--- src/rtl/pipe_debug_responder.sv ---
// pipe_debug_responder: in-silicon debug responder for the 5-stage pipeline.
// It accepts halt/resume/step/read commands over a valid/ready request
// channel, holds instruction fetch and lets the pipe drain before it reads
// architectural state, and returns one response per command over a
// valid/ready response channel.
// Optional feature: define PIPE_DEBUG_CYCLE_COUNTER_EN to add a 32-bit cycle
// counter and the READ_CYCLE command. When it is undefined, READ_CYCLE is illegal.
module pipe_debug_responder #(
  parameter int DRAIN_CYCLES = 5,
  parameter int DATA_W       = 32,
  parameter int RF_AW        = 5
) (
  input  logic              clk,
  input  logic              reset_n,
  input  logic              req_valid,
  output logic              req_ready,
  input  logic [2:0]        req_cmd,
  input  logic [RF_AW-1:0]  req_addr,
  output logic              resp_valid,
  input  logic              resp_ready,
  output logic [DATA_W-1:0] resp_data,
  output logic              resp_err,
  output logic              fetch_hold,
  output logic [RF_AW-1:0]  rf_raddr,
  input  logic [DATA_W-1:0] rf_rdata,
  input  logic [DATA_W-1:0] pc_i
);

  localparam int CNT_W = (DRAIN_CYCLES < 2) ? 1 : $clog2(DRAIN_CYCLES + 1);
  localparam logic [CNT_W-1:0] DRAIN_LAST = CNT_W'(DRAIN_CYCLES - 1);
  localparam logic [CNT_W-1:0] DRAIN_MAX  = CNT_W'(DRAIN_CYCLES);

  localparam logic [2:0] CMD_HALT       = 3'b000;
  localparam logic [2:0] CMD_RESUME     = 3'b001;
  localparam logic [2:0] CMD_STEP       = 3'b010;
  localparam logic [2:0] CMD_READ_REG   = 3'b011;
  localparam logic [2:0] CMD_READ_PC    = 3'b100;
`ifdef PIPE_DEBUG_CYCLE_COUNTER_EN
  localparam logic [2:0] CMD_READ_CYCLE = 3'b101;
`endif

  typedef enum logic [2:0] {
    ST_RUN,
    ST_DRAIN,
    ST_HALTED,
    ST_STEP_REL,
    ST_RDREG,
    ST_RESP
  } state_t;

  state_t           state;
  logic             halted;        // architectural state the response returns to
  logic             step_pending;  // current drain belongs to a STEP, not a HALT
  logic [CNT_W-1:0] drain_cnt;

`ifdef PIPE_DEBUG_CYCLE_COUNTER_EN
  logic [31:0] cycle_cnt;

  // Free-running cycle counter, frozen while the core is halted with fetch held.
  always_ff @(posedge clk) begin
    if (!reset_n) begin
      cycle_cnt <= '0;
    end else if (!(halted && fetch_hold)) begin
      cycle_cnt <= cycle_cnt + 32'd1;
    end
  end
`endif

  // Command FSM: handles acceptance, drain sequencing and response hold.
  always_ff @(posedge clk) begin
    // NOTE: state is updated with non-blocking assignments. A later assignment
    // in the same pass overrides an earlier default, so defaults come first.
    if (!reset_n) begin
      state        <= ST_RUN;
      halted       <= 1'b0;
      step_pending <= 1'b0;
      drain_cnt    <= '0;
      req_ready    <= 1'b1;
      resp_valid   <= 1'b0;
      resp_data    <= '0;
      resp_err     <= 1'b0;
      fetch_hold   <= 1'b0;
      rf_raddr     <= '0;
    end else begin
      unique case (state)
        ST_RUN, ST_HALTED: begin
          if (req_valid && req_ready) begin
            // Default: answer next cycle with data 0 and no error.
            req_ready  <= 1'b0;
            resp_valid <= 1'b1;
            resp_data  <= '0;
            resp_err   <= 1'b0;
            state      <= ST_RESP;
            case (req_cmd)
              CMD_HALT: begin
                if (!halted) begin
                  resp_valid   <= 1'b0;
                  fetch_hold   <= 1'b1;
                  drain_cnt    <= '0;
                  step_pending <= 1'b0;
                  state        <= ST_DRAIN;
                end
              end
              CMD_RESUME: begin
                if (halted) begin
                  fetch_hold <= 1'b0;
                  halted     <= 1'b0;
                end
              end
              CMD_STEP: begin
                if (halted) begin
                  resp_valid   <= 1'b0;
                  fetch_hold   <= 1'b0;
                  step_pending <= 1'b1;
                  state        <= ST_STEP_REL;
                end else begin
                  resp_err <= 1'b1;
                end
              end
              CMD_READ_REG: begin
                if (halted) begin
                  resp_valid <= 1'b0;
                  rf_raddr   <= req_addr;
                  state      <= ST_RDREG;
                end else begin
                  resp_err <= 1'b1;
                end
              end
              CMD_READ_PC: begin
                if (halted) resp_data <= pc_i;
                else        resp_err  <= 1'b1;
              end
`ifdef PIPE_DEBUG_CYCLE_COUNTER_EN
              CMD_READ_CYCLE: resp_data <= DATA_W'(cycle_cnt);
`endif
              default: resp_err <= 1'b1;
            endcase
          end
        end
        ST_STEP_REL: begin
          // Fetch was released for exactly one cycle; clamp it again and drain.
          fetch_hold <= 1'b1;
          drain_cnt  <= '0;
          state      <= ST_DRAIN;
        end
        ST_DRAIN: begin
          if (drain_cnt != DRAIN_MAX) drain_cnt <= drain_cnt + CNT_W'(1);
          if (drain_cnt == DRAIN_LAST) begin
            halted     <= 1'b1;
            resp_valid <= 1'b1;
            resp_err   <= 1'b0;
            resp_data  <= step_pending ? pc_i : '0;
            state      <= ST_RESP;
          end
        end
        ST_RDREG: begin
          resp_data  <= rf_rdata;
          resp_valid <= 1'b1;
          state      <= ST_RESP;
        end
        ST_RESP: begin
          // Response held stable until taken; the next request is admitted a cycle later.
          if (resp_ready) begin
            resp_valid <= 1'b0;
            req_ready  <= 1'b1;
            state      <= halted ? ST_HALTED : ST_RUN;
          end
        end
        default: state <= ST_RUN;
      endcase
    end
  end

endmodule

--- config.mk ---
export PLATFORM = sky130hd
export DESIGN_NAME = pipe_debug_responder
export DESIGN_NICKNAME = d
export VERILOG_FILES = /design/src/rtl/pipe_debug_responder.sv
export SDC_FILE = /design/constraint.sdc
export NUM_CORES = 1
export LEC_CHECK = 0
export ABC_AREA = 1
export CAP_MARGIN = 20
export CORE_MARGIN = 2
export CORE_UTILIZATION = 42
export CTS_BUF_LIST = sky130_fd_sc_hd__clkbuf_4 sky130_fd_sc_hd__clkbuf_8
export DETAILED_ROUTE_END_ITERATION = 8
export PLACE_DENSITY = 0.79
export SYNTH_ARGS = -nofsm -noshare
export SYNTH_HDL_FRONTEND = slang
export SYNTH_SLANG_ARGS = --single-unit
export TNS_END_PERCENT = 30
--- constraint.sdc ---
create_clock -name clk -period 1.4 [get_ports clk]
set_input_delay 0.35 -clock clk [delete_from_list [all_inputs] [get_ports clk]]
set_output_delay 0.35 -clock clk [all_outputs]
set_load 0.01 [all_outputs]
**After elaboration in Yosys (flattened, before gate mapping)**

Cells that the tools add are included.
Widths: inputs -> output; s select.

- Register bits: 49
- Output and inout bits: 41

- Add/subtract/negate cells: 1
- Eq/ne operators: 23
- Mux-type cells: 45
- Reductions and logical operators: 25

Operator list:

| operator | count |
|---|---|
| $mux 32 | 5 |
| $pmux 32 s3 | 1 |
| $mux 3 | 9 |
| $pmux 3 s3 | 2 |
| $mux 1 | 17 |
| $pmux 1 s2 | 8 |
| $pmux 3 s5 | 1 |
| $reduce_and 5->1 | 3 |
| $ne 2x2->1 const B | 7 |
| $eq 3x2->1 const B | 4 |
| $eq 3x3->1 const B | 4 |
| $reduce_and 3->1 | 4 |
| $reduce_and 4->1 | 3 |
| $ne 3x3->1 const B | 3 |
| $reduce_bool 2->1 | 4 |
| $reduce_or 2->1 | 4 |
| $eq 3x1->1 const B | 2 |
| $logic_not 3->1 | 2 |
| $reduce_bool 3->1 | 2 |
| $ne 2x1->1 const B | 2 |
| $pmux 1 s4 | 1 |
| $reduce_bool 4->1 | 1 |
| $add 3x1->3 const B | 1 |
| $ne 3x2->1 const B | 1 |
| 3 further kinds | 3 |

**Longest topological paths before layout**

- Word-level depth: 5
- Mapped depth: 10
- Depth with buffers taken out: 9

**Least setup slack after synthesis**

No wires, ideal clock.

- Path kind: register to register
- Start: reg state[0]
- End: reg resp_data[9]
- Library setup time: 0.132 ns
- Data arrival time: 1.243 ns
- Data required time: 1.268 ns
- Slack: 0.024 ns
- Cell stages (with the launch flop): 9
- Clock period less this slack: 1.376 ns
- Cells stage by stage: dfxtp_1 inv_2 nand3_2 clkbuf_1 nor2_1 nor2_1 nand2_1 nand2_1 a21oi_1

- Cells in the longest elaborated chain, start to end: 4

RTL lines:

| element | RTL line | source |
|---|---|---|
| from (decl) | 51 | `state_t state;` |
| from (signal assigned) | 166 | `state <= halted ? ST_HALTED : ST_RUN;` |
| $eq 3x2->1 / $logic_not 3->1 (equally long branches) | 85 | `unique case (state)` |
| $reduce_or 2->1 | 85 |  |
| $ne 2x2->1 (no source line) / $reduce_bool 3->1 (equally long branches) | -- |  |
| $reduce_and 3->1 (no source line) | -- |  |
| to (signal assigned) | 130 | `if (halted) resp_data <= pc_i;` |
| to (signal assigned) | 152 | `resp_data <= step_pending ? pc_i : '0;` |
| to (signal assigned) | 157 | `resp_data <= rf_rdata;` |
| to (decl) | 21 | `output logic [DATA_W-1:0] resp_data,` |

Several ways; a longest one is shown, not always the timed one.
A chain may end at the register's enable or synchronous reset.

**Final worst setup path**

- Start: reg state[0]
- End: reg resp_data[7]

Same word-level chain as after synthesis.

==> run summary <==
WS Path Type: reg2reg
Synth area leader: dfxtp_1
TritonCTS buffer count: 5
final cell count without fillers: 814
Placeable Area: 7331 sq um
Total GRT Usage: 0.2688
# rows: 31
clock sinks: 49
initial antenna violation count: 0
#FFs+latches synth: 49
Pwr Density: 1558 nW/um^2
top_reg_cell synth: dfxtp_1
Post-synth EDFFs: 0
Finished Core Util: 0.7385
vias in the first global route: 4124
Final Max Tran Viols: 0
CP peak stage delay: 390 ps
crit-path leading delay family: simple AND/OR/NAND/NOR gates
top-count cell post-synth: nand2_1
die width: 91.25 um
post-synthesis simple-gate area fraction: 0.4759
max_cap viols: 0
Crit path arrival time: 1730 ps
Hold Crit Class: reg2reg
Worst-Margin Slew: 274.6 ps
Async S/R FF share, synth: 0
Max clock buf depth: 2
DR vias: 4237
gpl congestion: 0.8835
Gate Count Post-Synth: 551
status: finished with violations
Wirelength per Cell: 14.45 um
CP Buf/Inv Count: 3
sequential share of the synthesized area: 0.3068
Initial Utilization: 0.4361
TritonRoute pass-1 iters: 7
failing checks: negative setup slack
DR iter-0 viols: 251
Die Area: 8326 sq um
synth top area cells: dfxtp_1 (31%), nand2_1 (22%), nor2_1 (14%)
Distinct cells, synth: 28
final setup violation count: 33
Routed Antenna Nets: 0
WP data required: 1600 ps
largest family of logic cells by synthesized area: simple AND/OR/NAND/NOR gates
fraction of layout instances using a drive strength above 1: 0.2154
clk_skew: 3.730 ps
CP max FO: 5
routed vias/inst: 5.205
Max stage delay cell, worst path: dfxtp_4
final cycle utilization of the critical path: 1.087
largest net degree at the start of global routing: 27
final hold vios: 0
fin crit period: 1521 ps
sequential cell area: 994.7 sq um
hpwl dp: 7405 um
Worst-path clk slew: 90 ps
H-tree lvl count: 2
CP Cell Sequence: nor2_1 -> nand2_2 -> nand2_2 -> nor2_4 -> buf_6 -> buf_8 -> buf_16 -> o21ai_4 -> nor2_1
Syn. warnings: 0
total grt overflow: 0
Filler Cells Inserted: 561
Diodes inserted: 0
CP Capture Type: flip-flop
Root Driver: clkbuf_8
post-synthesis mux area share: 0
RSZ-0062 raised after global routing: true
# IOs: 117
peak supply drop: 0.0009543 V
Pleak: 2.453 nW
CTS tree: built
post-synthesis adder-cell area fraction: 0.01174
area of the multi-input gates: 2165 sq um
Post-synth top cells: nand2_1 (184), nor2_1 (118), dfxtp_1 (49), inv_1 (38), a21oi_1 (31)
Area growth syn-to-layout: 69.35%
fmax: 0.6574 GHz
Port Buf Inserts: 116
post-synthesis compound-gate area fraction: 0.1127
Cell Count Post-Placement: 784
Post-Route WL: 11770 um
DRC: 0
die height: 91.25 um
post-synth top area share: 0.3068
Skew-Pair Late Insertion Delay: 310 ps
crit start category: flip-flop
synthesized net count: 630
setup ws final: -121.1 ps
syn avg cell area: 5.802 sq um
Cell Area, Synth: 3197 sq um
normalized max-slew margin: 0.8167
global-route wire length before repair: 18600 um
final layout net count: 794
Post-Synth XOR/XNOR Area: 0.002740
## area by class of cell
class,instances,share of cell area
Clock buffer,7,0.01664
Sequential cell,49,0.1837
Timing Repair Buffer,184,0.3439
Inverter,44,0.03305
Multi-Input combinational cell,431,0.3998
Tap cell,99,0.02288
## stage by stage
stage          area, sq um  hold WS, ps  total power, mW  TNS, ps  setup WS, ps
2_1_floorplan         3197        484.9            4.029        0         24.31
3_3_place_gp          4787        454.6            5.798   -16840        -446.7
3_5_place_dp          4787        457.1            5.885   -19490        -509.1
4_1_cts               5207        468.0            7.824    -1738        -104.3
5_1_grt               5414        484.9            8.891    -3976        -179.1
6_report              5414        467.9            8.436    -1734        -121.1
## cell usage in the layout (no fill, tap or decap), drive strengths merged
| cell type | instances |
|---|---|
| inv | 43 |
| nand3b | 24 |
| o211ai | 3 |
| xnor2 | 1 |
| clkbuf | 7 |
| nor2 | 122 |
| dlygate4sd2 | 43 |
| clkinvlp | 1 |
| clkdlybuf4s50 | 71 |
| bufbuf | 1 |
| nand2 | 189 |
| dfxtp | 49 |
| dlymetal6s2s | 2 |
| a21oi | 32 |
| o21a | 1 |
| ha | 3 |
| nand3 | 21 |
| buf | 67 |
| o21ai | 32 |
| nor3 | 2 |
| a31oi | 1 |
## state kept, by name (all words and copies together), names as in the netlist, 3 cells and up
| signal | cells |
|---|---|
| drain_cnt | 3 |
| resp_data | 32 |
| rf_raddr | 5 |
| state | 3 |
## final timing paths
kind / from / endpoint / slack [ps] / depth (start not counted)
worst min register to register: resp_data[12] / resp_data[12] / 470 / 2
worst max-delay path: state[0] / resp_data[7] / -120 / 9
worst min-delay path: resp_data[12] / resp_data[12] / 470 / 2
worst max register to register: state[0] / resp_data[7] / -120 / 9
## cell families (layout without fill, tap and decap cells)
logic type      Yosys count  in the layout
compound gates           69             69
xor+xnor                  1              1
fa+ha+maj                 3              3
buf+inv                  71            235
flops                    49             49
simple gates            358            358
## timing repair
action                                  CTS  global route
gates cloned                              5             0
hold buffers                              0             0
resized for setup                        99            58
pin swaps                                14            21
endpoints found under the setup margin   84            46
buffers inserted                         12             6
## power breakdown
| part | switching (mW) | leakage, nW | internal, mW |
|---|---|---|---|
| logic | 2.99 | 2.00 | 2.68 |
| registers | 0.207 | 0.401 | 1.66 |
| clock network | 0.489 | 0.0477 | 0.413 |
| total | 3.68 | 2.45 | 4.75 |
## routing by layer
layer | up-vias | routed length [um] | global-route usage
met5 | - | 0 | 0
met4 | 0 | 242 | 0.09343
met3 | 31 | 902 | 0.06058
met2 | 219 | 5862 | 0.4735
met1 | 1941 | 4760 | 0.3202
li1 | 2046 | - | -
## worst reg2reg max path, delay by kind of cell, from the launching register on
family          cells  cell delay [ps]
buf+inv             3              390
compound gates      1              120
simple gates        5              530
flops               1              390
No activity file was read; power rests on OpenSTA's default activity.
==> variant (same flow settings) <==
Build with the macro `PIPE_DEBUG_CYCLE_COUNTER_EN` defined.
--- a/src/rtl/pipe_debug_responder.sv
+++ b/src/rtl/pipe_debug_responder.sv
@@ -6,4 +6,6 @@
 // Optional feature: define PIPE_DEBUG_CYCLE_COUNTER_EN to add a 32-bit cycle
 // counter and the READ_CYCLE command. When it is undefined, READ_CYCLE is illegal.
+`define PIPE_DEBUG_CYCLE_COUNTER_EN
+
 module pipe_debug_responder #(
   parameter int DRAIN_CYCLES = 5,
Check against the original RTL: not equivalent (Yosys sat finds a counterexample within 4 cycles, from zero or initial values and one cycle with reset_n low).
==> variant against the unedited design <==
The run still ends with setup timing left; sequential share of layout area grew 3.9 points; power grew 46%; critical path depth grew 2; setup slack lost 0.085 ns; critical path type unchanged; combinational power grew 21%; sequential cell count grew 32; hold slack lost 0.039 ns; routed wire length grew 41%; design area grew 36%; die area grew 46%; via count grew 38%; synthesized area grew 48%; maximum frequency shrank 5.3%.
==> variant: results (changes against the unedited design) <==
crit path max fanout=7 (was 5); number of global-route vias before repair=5475 (was 4124); multi-input gates=602 (was 431); clk tree area frac=3.30% (was 1.66%); Seq/Total Area, Yosys=34.3% (was 30.7%); Slew @ Worst Pin=0.339 ns (was 0.275 ns); WHS Path Cells=4 (was 2); dpl hpwl=10800 µm (was 7410 µm); hold crit path type=primary input to flip-flop (was flip-flop to flip-flop); Num CTS Buffers=9 (was 5); hold path endpoint=cycle_cnt[17] (was resp_data[12]); Lkg Pwr=0.00315 µW (was 0.00245 µW); first-pass GRT wire length=25500 µm (was 18600 µm); DRT met1 WL=7000 µm (was 4760 µm); setup violators final=46 (was 33); Final TNS setup=-6.54 ns (was -1.73 ns); syn_nets=871 (was 630); run status=finished with violations (unchanged); multi-input gate share of total cell area=40.9% (was 40.0%); flip-flop and latch count=81 (was 49); failing checks=setup timing (unchanged); Hold Path Origin=reset_n (was resp_data[12]); pre-CTS setup slack=-0.535 ns (was -0.509 ns); Non-CTS inverters=75 (was 44); met1 Track Usage GR=32.9% (was 32.0%); Arr. time, crit path=1.88 ns (was 1.73 ns); Final #Nets=1062 (was 794); RePlAce Congestion=0.933 (was 0.884); GRT met2 Usage=45.9% (was 47.3%); drt pass-1 iters=6 (was 7); placed inst area=6620 µm² (was 4790 µm²); clk_skew=0.0158 ns (was 0.00373 ns); CLK BUF=11 (was 7); Largest regs=cycle_cnt: 32 flops, resp_data: 32 flops, rf_raddr: 5 flops (was resp_data: 32 flops, rf_raddr: 5 flops); Non-clock buffering overhead=27.2% (was 34.4%); worst skew pair latency=0.37 ns (was 0.31 ns); post-route setup slack=-0.206 ns (was -0.121 ns); largest net degree at the start of global routing=40 (was 27); Syn Inst Count=791 (was 551); Buffers excl. clock=213 (was 184); CP delay by family, top=buffers and inverters (was simple AND/OR/NAND/NOR gates)
[variant: cell count changes after synthesis, moves of 16 or more]
cell and delta:
dfxtp_1 +32, nand3_1 +16, nand3b_1 -24, inv_1 +34
nand2_1 +67, o22ai_1 +32, o21ai_0 +27, nor2_1 +21
[variant: power by group]
part           total, µW  switching (µW)  internal [µW]
Clock               2160             928           1230
Sequential          3250             354           2900
Combinational       6880            3750           3130
Total              12300            5030           7260
[variant: cells by family (layout without fill, tap and decap cells)]
family	Yosys count	in the layout	share of synthesized area, %
AND/OR/NAND/NOR	456	456	38.4
buffers and inverters	108	304	9.42
adder cells (fa/ha/maj)	4	4	1.06
flip-flops	81	81	34.3
XOR/XNOR	1	1	0.185
AO/OA/AOI/OAI	141	141	16.6
[variant: repair_timing]
action	4_1_cts	5_1_grt
pin swaps	0	37
gates cloned	1	3
resized for setup	74	123
setup endpoints to repair	108	79
setup buffers	4	7
hold endpoints to repair	0	0
